===== src/rtl/moore_seq_pkg.sv =====
// rtl/moore_seq_pkg.sv - state types, default pattern and the KMP-style next-state function
package moore_seq_pkg;

   localparam int DEF_PAT_LEN = 4;
   localparam logic [DEF_PAT_LEN-1:0] DEF_PATTERN = 4'b1101;

   typedef logic [$clog2(DEF_PAT_LEN+1)-1:0] state_t;

   // State value is the length of the longest matched prefix.
   typedef enum state_t {
      S0 = 3'd0,
      S1 = 3'd1,
      S2 = 3'd2,
      S3 = 3'd3,
      S4 = 3'd4
   } state_e;

   // pattern is zero-extended; its first-arriving bit sits at [pat_len-1].
   function automatic int next_state(input int pat_len, input logic [7:0] pattern,
                                     input int k, input logic b, input bit overlap);
      int base;
      int pre;
      int seq;
      int mask;
      int res;
      base = (k == pat_len && !overlap) ? 0 : k;
      pre  = int'(pattern) >> (pat_len - base);
      seq  = (pre << 1) | int'(b);
      res  = 0;
      // Ascending scan so the longest border wins.
      for (int j = 1; j <= pat_len; j++) begin
         mask = (1 << j) - 1;
         if (j <= base + 1 && (seq & mask) == ((int'(pattern) >> (pat_len - j)) & mask))
            res = j;
      end
      return res;
   endfunction

endpackage


===== src/rtl/moore_seq_detector.sv =====
// rtl/moore_seq_detector.sv - Moore serial pattern detector; MOORE_SEQ_OVERLAP_EN enables overlapping matches
module moore_seq_detector
   import moore_seq_pkg::*;
#(
   parameter int                 PAT_LEN = DEF_PAT_LEN,
   parameter logic [PAT_LEN-1:0] PATTERN = DEF_PATTERN
) (
   input  logic clk,
   input  logic in,
   input  logic rst,
   output logic out
);

   localparam int SW = $clog2(PAT_LEN + 1);
`ifdef MOORE_SEQ_OVERLAP_EN
   localparam bit OVERLAP = 1'b1;
`else
   localparam bit OVERLAP = 1'b0;
`endif

   logic [SW-1:0] rom [PAT_LEN+1][2];
   logic [SW-1:0] state;
   logic [SW-1:0] nxt;

   for (genvar k = 0; k <= PAT_LEN; k++) begin : g_k
      for (genvar b = 0; b < 2; b++) begin : g_b
         localparam int NS = next_state(PAT_LEN, 8'(PATTERN), k, 1'(b), OVERLAP);
         assign rom[k][b] = SW'(NS);
      end
   end

   // Encodings above PAT_LEN fall through to S0.
   always_comb begin
      nxt = '0;
      for (int k = 0; k <= PAT_LEN; k++) begin
         if (state == SW'(k))
            nxt = rom[k][in];
      end
   end

   always_ff @(posedge clk) begin
      if (rst) begin
         state <= SW'(S0);
         out   <= 1'b0;
      end else begin
         state <= nxt;
         out   <= (nxt == SW'(PAT_LEN));
      end
   end

endmodule


===== config.mk =====
export PLATFORM = sky130hd
export DESIGN_NAME = moore_seq_detector
export DESIGN_NICKNAME = d
export VERILOG_FILES = /design/src/rtl/moore_seq_pkg.sv /design/src/rtl/moore_seq_detector.sv
export SDC_FILE = /design/constraint.sdc
export NUM_CORES = 1
export LEC_CHECK = 0
export CAP_MARGIN = 25
export CORE_AREA = 5 5 42 44
export CTS_BUF_LIST = sky130_fd_sc_hd__clkbuf_4
export DETAILED_ROUTE_END_ITERATION = 8
export DIE_AREA = 0 0 47 49
export HOLD_SLACK_MARGIN = 0.1
export PLACE_DENSITY = 0.35
export SETUP_SLACK_MARGIN = 0.4
export SLEW_MARGIN = 15
export SYNTH_ARGS = -nofsm -noshare
export SYNTH_HDL_FRONTEND = slang
export SYNTH_SLANG_ARGS = --single-unit

===== constraint.sdc =====
create_clock -name clk -period 3 [get_ports clk]
set_input_delay 0.3 -clock clk [delete_from_list [all_inputs] [get_ports clk]]
set_output_delay 0.3 -clock clk [all_outputs]
set_load 0.02 [all_outputs]

==> run metrics <==
Avg WL per Cell=7.514 µm; antenna violations before repair=0; # DRC=0; critical-path cell list=clkdlybuf4s50_1; RSZ-0062 raised after global routing=no; Syn Std Cell Area=145.1 µm²; relative slew slack=0.8578; Final TNS setup=0 ns; critical path peak fanout=1; Worst-path clk slew=0.04 ns; # IOs=4; vias in the first global route=109; final cell count without fillers=35; Fill cells=161; GRT Resource Usage Total=0.03521; Congestion Overflow GR=0; Die Wd=47 µm; Core Util, Final=0.1554; clock skew=0.002043 ns; TritonCTS buffer count=3; max cap viols=0; via count=117; Die Ht=49 µm; core footprint=1401 µm²; final wirelength=263 µm; area leader, netlist=dfxtp_1; first drt pass iteration count=2; htree depth=1; clock period minus worst slack=1.418 ns; post_cts resized=0; max incr delay on CP=0.59 ns; sequential area share after synthesis=0.5517; Post-CTS Setup Bufs=0; first-pass GRT wire length=427 µm; die area=2303 µm²; Post-Syn Instances=13; Yosys warning total=0; diode count=0; CP endpoint kind=output pin; Hold Buf Count CTS=0; FF+latch count, synth=4; status=complete, no violations; syn_nets=16; Area Growth Syn to Fin=50.00%; Iter 0 DRT Violations=1; fin. max-slew vios=0; # clock sinks=4; Routed Antenna Nets=0; top cells by area, synth=dfxtp_1 (55%), a211oi_2 (8.6%), nor3_1 (6.9%), or3b_1 (6.0%), a211oi_1 (5.2%); clk buf depth=2; Avg Synthesized Cell Area=11.16 µm²; vias per inst=3.343; Rows=14; Max VDD drop=195.5 µV; Distinct cells, synth=9; nets@finish=24; crit path DAT=1.12 ns; Setup Viol. Count Final=0; # port buffers=3; Min-Delay Path Class=register to register; Critical Path RT=2.70 ns; final hold violations=0; power per cell area=590.1 nW/µm²; CP max-delay cell=clkdlybuf4s50_1; largest net degree at the start of global routing=6; WP buf/inv=1; CTS Root Cell=clkbuf_4; gpl congestion=0.5658; Leakage=0.07185 nW; kind of critical path=register to output pin; CP startpoint kind=register; CTS tree=built; layout cell share with drive strength beyond 1=0.2105; fmax=705.3 MHz; period utilization=0.4726; Top delay family on crit path=buffers and inverters; initial core utilization=0.1036; placed insts=32; total power draw=128.5 µW; Yosys top cell area share=0.5517; Worst-Margin Slew=0.2126 ns; Clk Latency, worst-skew pair=0.23 ns
[area by class of cell]
cell class / count / area [µm²] / share of cell area
flip-flops and latches: 4 / 80.08 / 0.3678
multi-input cells: 9 / 65.06 / 0.2989
repair buffers: 3 / 30.03 / 0.1379
clock buffers: 3 / 22.52 / 0.1034
well taps: 16 / 20.02 / 0.09195
[cell families after synthesis]
group / after synthesis / synth area share
DFF: 4 / 0.5517
and+or+nand+nor: 7 / 0.3104
AOI/OAI and AO/OA: 2 / 0.1379
[flip-flops by register name, indices dropped and copies added (netlist names)]
name / count
state: 3
out: 1
[cells in the mapped netlist]
library cell / number
a211oi_1: 1
a211oi_2: 1
dfxtp_1: 4
nand2b_1: 1
nand3_1: 1
nand3b_1: 1
nor3_1: 2
or2b_1: 1
or3b_1: 1
[routing by layer]
layer	part of all wire	vias up	routed length [µm]	global-route usage
li1	-	61	-	-
met1	0.43	52	114	0.02637
met2	0.42	4	110	0.02941
met3	0.14	0	38	0.05904
met4	0	0	0	0.04147
met5	0	-	0	0
[through the flow]
stage / cell area [µm²] / setup WS (ns) / hold slack [ns]
finish: 217.7 / 1.582 / 0.4759
global route: 217.7 / 1.551 / 0.5223
CTS: 217.7 / 1.563 / 0.4787
detailed placement: 195.2 / 1.541 / 0.4736
global placement: 195.2 / 1.582 / 0.4754
floorplan: 145.1 / 2.044 / 0.3646
[layout by cell type (no fill, tap or decap), drive strengths merged]
cell type	synthesis	final
a211oi	2	2
clkbuf	0	3
clkdlybuf4s50	0	3
dfxtp	4	4
nand2b	1	1
nand3	1	1
nand3b	1	1
nor3	2	2
or2b	1	1
or3b	1	1
[worst paths after layout]
kind,from,endpoint,slack [ns],cells past startpoint
setup / recovery,out,out,1.58,1
hold / removal,state[2],out,0.48,1
setup reg to reg,state[1],state[0],1.97,2
hold reg to reg,state[2],out,0.48,1
[where the power goes]
part / leakage [nW] / total (mW) / switching (mW) / internal (mW)
combinational: 0.0255 / 0.00799 / 0.00296 / 0.00503
clock: 0.0138 / 0.0632 / 0.0187 / 0.0445
sequential: 0.0325 / 0.0573 / 0.00186 / 0.0554
total: 0.0718 / 0.128 / 0.0235 / 0.105
[worst reg2reg max path, delay by kind of cell (launching register included)]
kind            cells  cell delay, ns
simple gates        1            0.37
flops               1            0.35
compound gates      1            0.22
No activity file was read; power rests on OpenSTA's default activity.
==> variant 1: new RTL, same settings <==
The option `MOORE_SEQ_OVERLAP_EN` is turned on by a define.
--- a/src/rtl/moore_seq_detector.sv
+++ b/src/rtl/moore_seq_detector.sv
@@ -1,3 +1,5 @@
 // rtl/moore_seq_detector.sv - Moore serial pattern detector; MOORE_SEQ_OVERLAP_EN enables overlapping matches
+`define MOORE_SEQ_OVERLAP_EN
+
 module moore_seq_detector
    import moore_seq_pkg::*;
Formal check against the unedited RTL: not equivalent (Yosys sat finds a counterexample within 10 cycles, from zero or initial values and one cycle with rst high).
==> variant 1 against the unedited design <==
  * Final area up 1.1%
  * Wire length grew 17%
  * Total power is 2.0% higher
  * Non-clock buffer count unchanged
  * Setup slack worse by 0.75 ps
  * Count of clock-buffer cells in the layout did not move
  * Sequential cell count is the same
  * Register-to-register slack got worse by 80 ps
  * Synthesized area increased by 1.7%
  * Critical path type unchanged
  * Largest cell class unchanged
==> variant 1: results (changes against the unedited design) <==
outcome = finished clean
Placer Congestion = 0.6724 (+19%)
worst skew pair latency = 230 ps (about the same)
largest net degree at the start of global routing = 7 (+1)
TritonCTS buffer count = 3 (unchanged)
Detailed Route Iter0 Violations = 2 (+1)
Leak = 0.07354 nW (+2.4%)
DR WL/cell = 8.800 um (+17%)
vias in the first global route = 126 (+16%)
Hold Crit Depth = 1 (unchanged)
Max FO, Critical Path = 1 (unchanged)
Final Skew = 3.478 ps (+1.435 ps)
Fillers = 166 (+3.1%)
drt pass-1 iters = 2 (unchanged)
VDD IR max = 0.2403 mV (+23%)
share of cells above drive strength 1 = 15.79% (-5.3 points)
post-cts repair resize count = 0 (unchanged)
I/O Buffers = 3 (unchanged)
Worst path max stage delay = 590 ps (about the same)
Post-synth top cells = dfxtp_1 (4), nor3_1 (2), or4bb_1 (2)
sequential area share after synthesis = 54.24% (-0.94 points)
Synth cell types = 8 (-1)
top cells by area, synth = dfxtp_1 (54%), or4bb_1 (15%), nor3_1 (6.8%)
R2R cell count = 2 (unchanged)
first-pass GRT wire length = 531 um (+24%)
largest delay contributor family on the critical path = buffers and inverters
total track usage = 3.876% (+0.35 points)
FFs w/ async S/R, synth = 0% (unchanged)
Slew Limit Headroom = 85.22% (-0.56 points)
vias per cell = 3.486 (+4.3%)
-- variant 1: cell count changes after synthesis --
cell      delta
nand2b_1     -1
nand3b_1     -1
nor4_1       +1
a31oi_1      +1
a211oi_2     -1
or4bb_1      +2
or2b_1       -1
a211oi_1     -1
xnor2_1      +1
-- variant 1: report_power, final --
part           leakage (nW)  internal, mW  switching (mW)  total, mW
Combinational        0.0272       0.00557         0.00319    0.00876
Sequential           0.0326        0.0558         0.00213     0.0579
Clock                0.0138        0.0446          0.0198     0.0643
Total                0.0735         0.106          0.0251      0.131
-- variant 1: final timing paths --
kind | from | to | slack, ps
max | out$_SDFF_PP0_ | out | 1580
min | state[0]$_SDFF_PP0_ | state[0]$_SDFF_PP0_ | 480
max reg2reg | state[2]$_SDFF_PP0_ | state[1]$_SDFF_PP0_ | 1890
min reg2reg | state[0]$_SDFF_PP0_ | state[0]$_SDFF_PP0_ | 480
-- variant 1: area by class of cell --
cell class	count	area share, %
multi-input cells	9	30.68
repair buffers	3	13.64
well taps	16	9.091
flip-flops and latches	4	36.36
clock buffers	3	10.23
-- variant 1: metal layers --
metal  global-route usage, %  vias to the layer above  part of all wire (%)
met4                   1.382                        0                     0
met3                   6.642                        0                    19
met5                       0                        -                     0
met1                   4.405                       49                    50
met2                   3.167                        7                    31
li1                        -                       66                     -
-- variant 1: logic make-up (layout without fill, tap and decap cells) --
| logic type | count (synthesis) | after routing | synth area share (%) |
|---|---|---|---|
| AND/OR/NAND/NOR | 7 | 7 | 35.59 |
| AO/OA/AOI/OAI | 1 | 1 | 4.240 |
| XOR/XNOR | 1 | 1 | 5.933 |
| buffers and inverters | 0 | 6 | 0 |
| flip-flops | 4 | 4 | 54.24 |
-- variant 1: metrics by stage --
step | area, sq um | cells | worst slack, ps
after detailed placement | 197.7 | 32 | 1406
final | 220.2 | 35 | 1581
after global routing | 220.2 | 35 | 1547
after CTS | 220.2 | 35 | 1564
after global placement | 197.7 | 32 | 1482
after floorplan | 147.6 | 13 | 1982
==> variant 2: new RTL, same settings <==
Made on the original files. Add an input register stage for `in`; this delays it by one clock.
--- a/src/rtl/moore_seq_detector.sv
+++ b/src/rtl/moore_seq_detector.sv
@@ -13,4 +13,10 @@
 
    localparam int SW = $clog2(PAT_LEN + 1);
+
+   logic in_q;
+
+   always_ff @(posedge clk) begin
+      in_q <= in;
+   end
 `ifdef MOORE_SEQ_OVERLAP_EN
    localparam bit OVERLAP = 1'b1;
@@ -35,5 +41,5 @@
       for (int k = 0; k <= PAT_LEN; k++) begin
          if (state == SW'(k))
-            nxt = rom[k][in];
+            nxt = rom[k][in_q];
       end
    end
Behaviour: not the same (Yosys sat finds a counterexample within 10 cycles, from zero or initial values and one cycle with rst high).
==> variant 2 against the unedited design <==
  * Non-clock buffer count unchanged
  * Largest cell class unchanged
  * Setup slack got worse by 9.3 ps
  * Synthesized area is 14% higher
  * Register-to-register slack gained 20 ps
  * Sequential cell count increased by 1
  * Highest routed layer unchanged
  * Total power grew 29%
  * Wire length up 1.5%
  * Final area up 13%
==> variant 2: results (changes against the unedited design) <==
dpl cell area = 215.2 sq um (+10%)
comb pwr = 7.29 uW (-8.8%)
Post-synth top cells = dfxtp_1 (5), nor3_1 (2)
M1 WL = 119 um (+4.4%)
outcome = finished clean
Slew Limit Headroom = 85.84% (about the same)
share of cells above drive strength 1 = 23.81% (+2.8 points)
met3 layer usage reported by global route = 2.214% (-3.7 points)
top cells by area, synth = dfxtp_1 (61%), a211oi_2 (7.6%), nor3_1 (6.1%)
via count = 122 (+4.3%)
vias per cell = 3.297 (-1.4%)
Synth Area in Compound Gates = 12.12% (-1.7 points)
R2R setup slack = 1990 ps (+20 ps)
met3 routed WL = 19 um (-50%)
Comb power frac = 4.4% (-1.8 points)
GR Util met1 = 3.509% (+0.87 points)
Detailed Route Iter0 Violations = 2 (+1)
Final Skew = 0.06162 ps (-1.981 ps)
dpl cells = 33 (+3.1%)
VDD IR max = 0.1879 mV (-3.9%)
internal power = 133.5 uW (+27%)
met2 Resource Use GR = 3.167% (+0.23 points)
nets = 25 (+4.2%)
WL final = 267 um (+1.5%)
worst hold slack = 469.8 ps (-6.138 ps)
Synth Net Count = 17 (+1)
sequential area share after synthesis = 60.61% (+5.4 points)
Placer Congestion = 0.7287 (+29%)
vias in the first global route = 129 (+18%)
Post-Synthesis Cells = 14 (+1)
## variant 2: changes by cell type in the layout (fill, tap and decap cells not counted)
cell / before / now
clkbuf_4: 3 / 4
dfxtp_1: 4 / 5
## variant 2: logic make-up after synthesis
family,count (synthesis)
flip-flops,5
AO/OA/AOI/OAI,2
AND/OR/NAND/NOR,7
## variant 2: area by class of cell
| type | instances | area, sq um | area share [%] |
|---|---|---|---|
| sequential | 5 | 100.1 | 40.82 |
| multi-input combinational | 9 | 65.06 | 26.53 |
| clock buffer | 4 | 30.03 | 12.24 |
| timing repair buffer | 3 | 30.03 | 12.24 |
| tap | 16 | 20.02 | 8.163 |
## variant 2: how the worst max path moves through the flow
| stage | endpoint | slack (ps) | cells after the start |
|---|---|---|---|
| 6_report | out | 1570 | 1 |
| 3_5_place_dp | out | 1820 | 1 |
| 4_1_cts | out | 1550 | 1 |
| 3_3_place_gp | out | 1820 | 1 |
| 2_1_floorplan | state[0]$_SDFF_PP0_ | 2040 | 2 |
| 5_1_grt | out | 1540 | 1 |
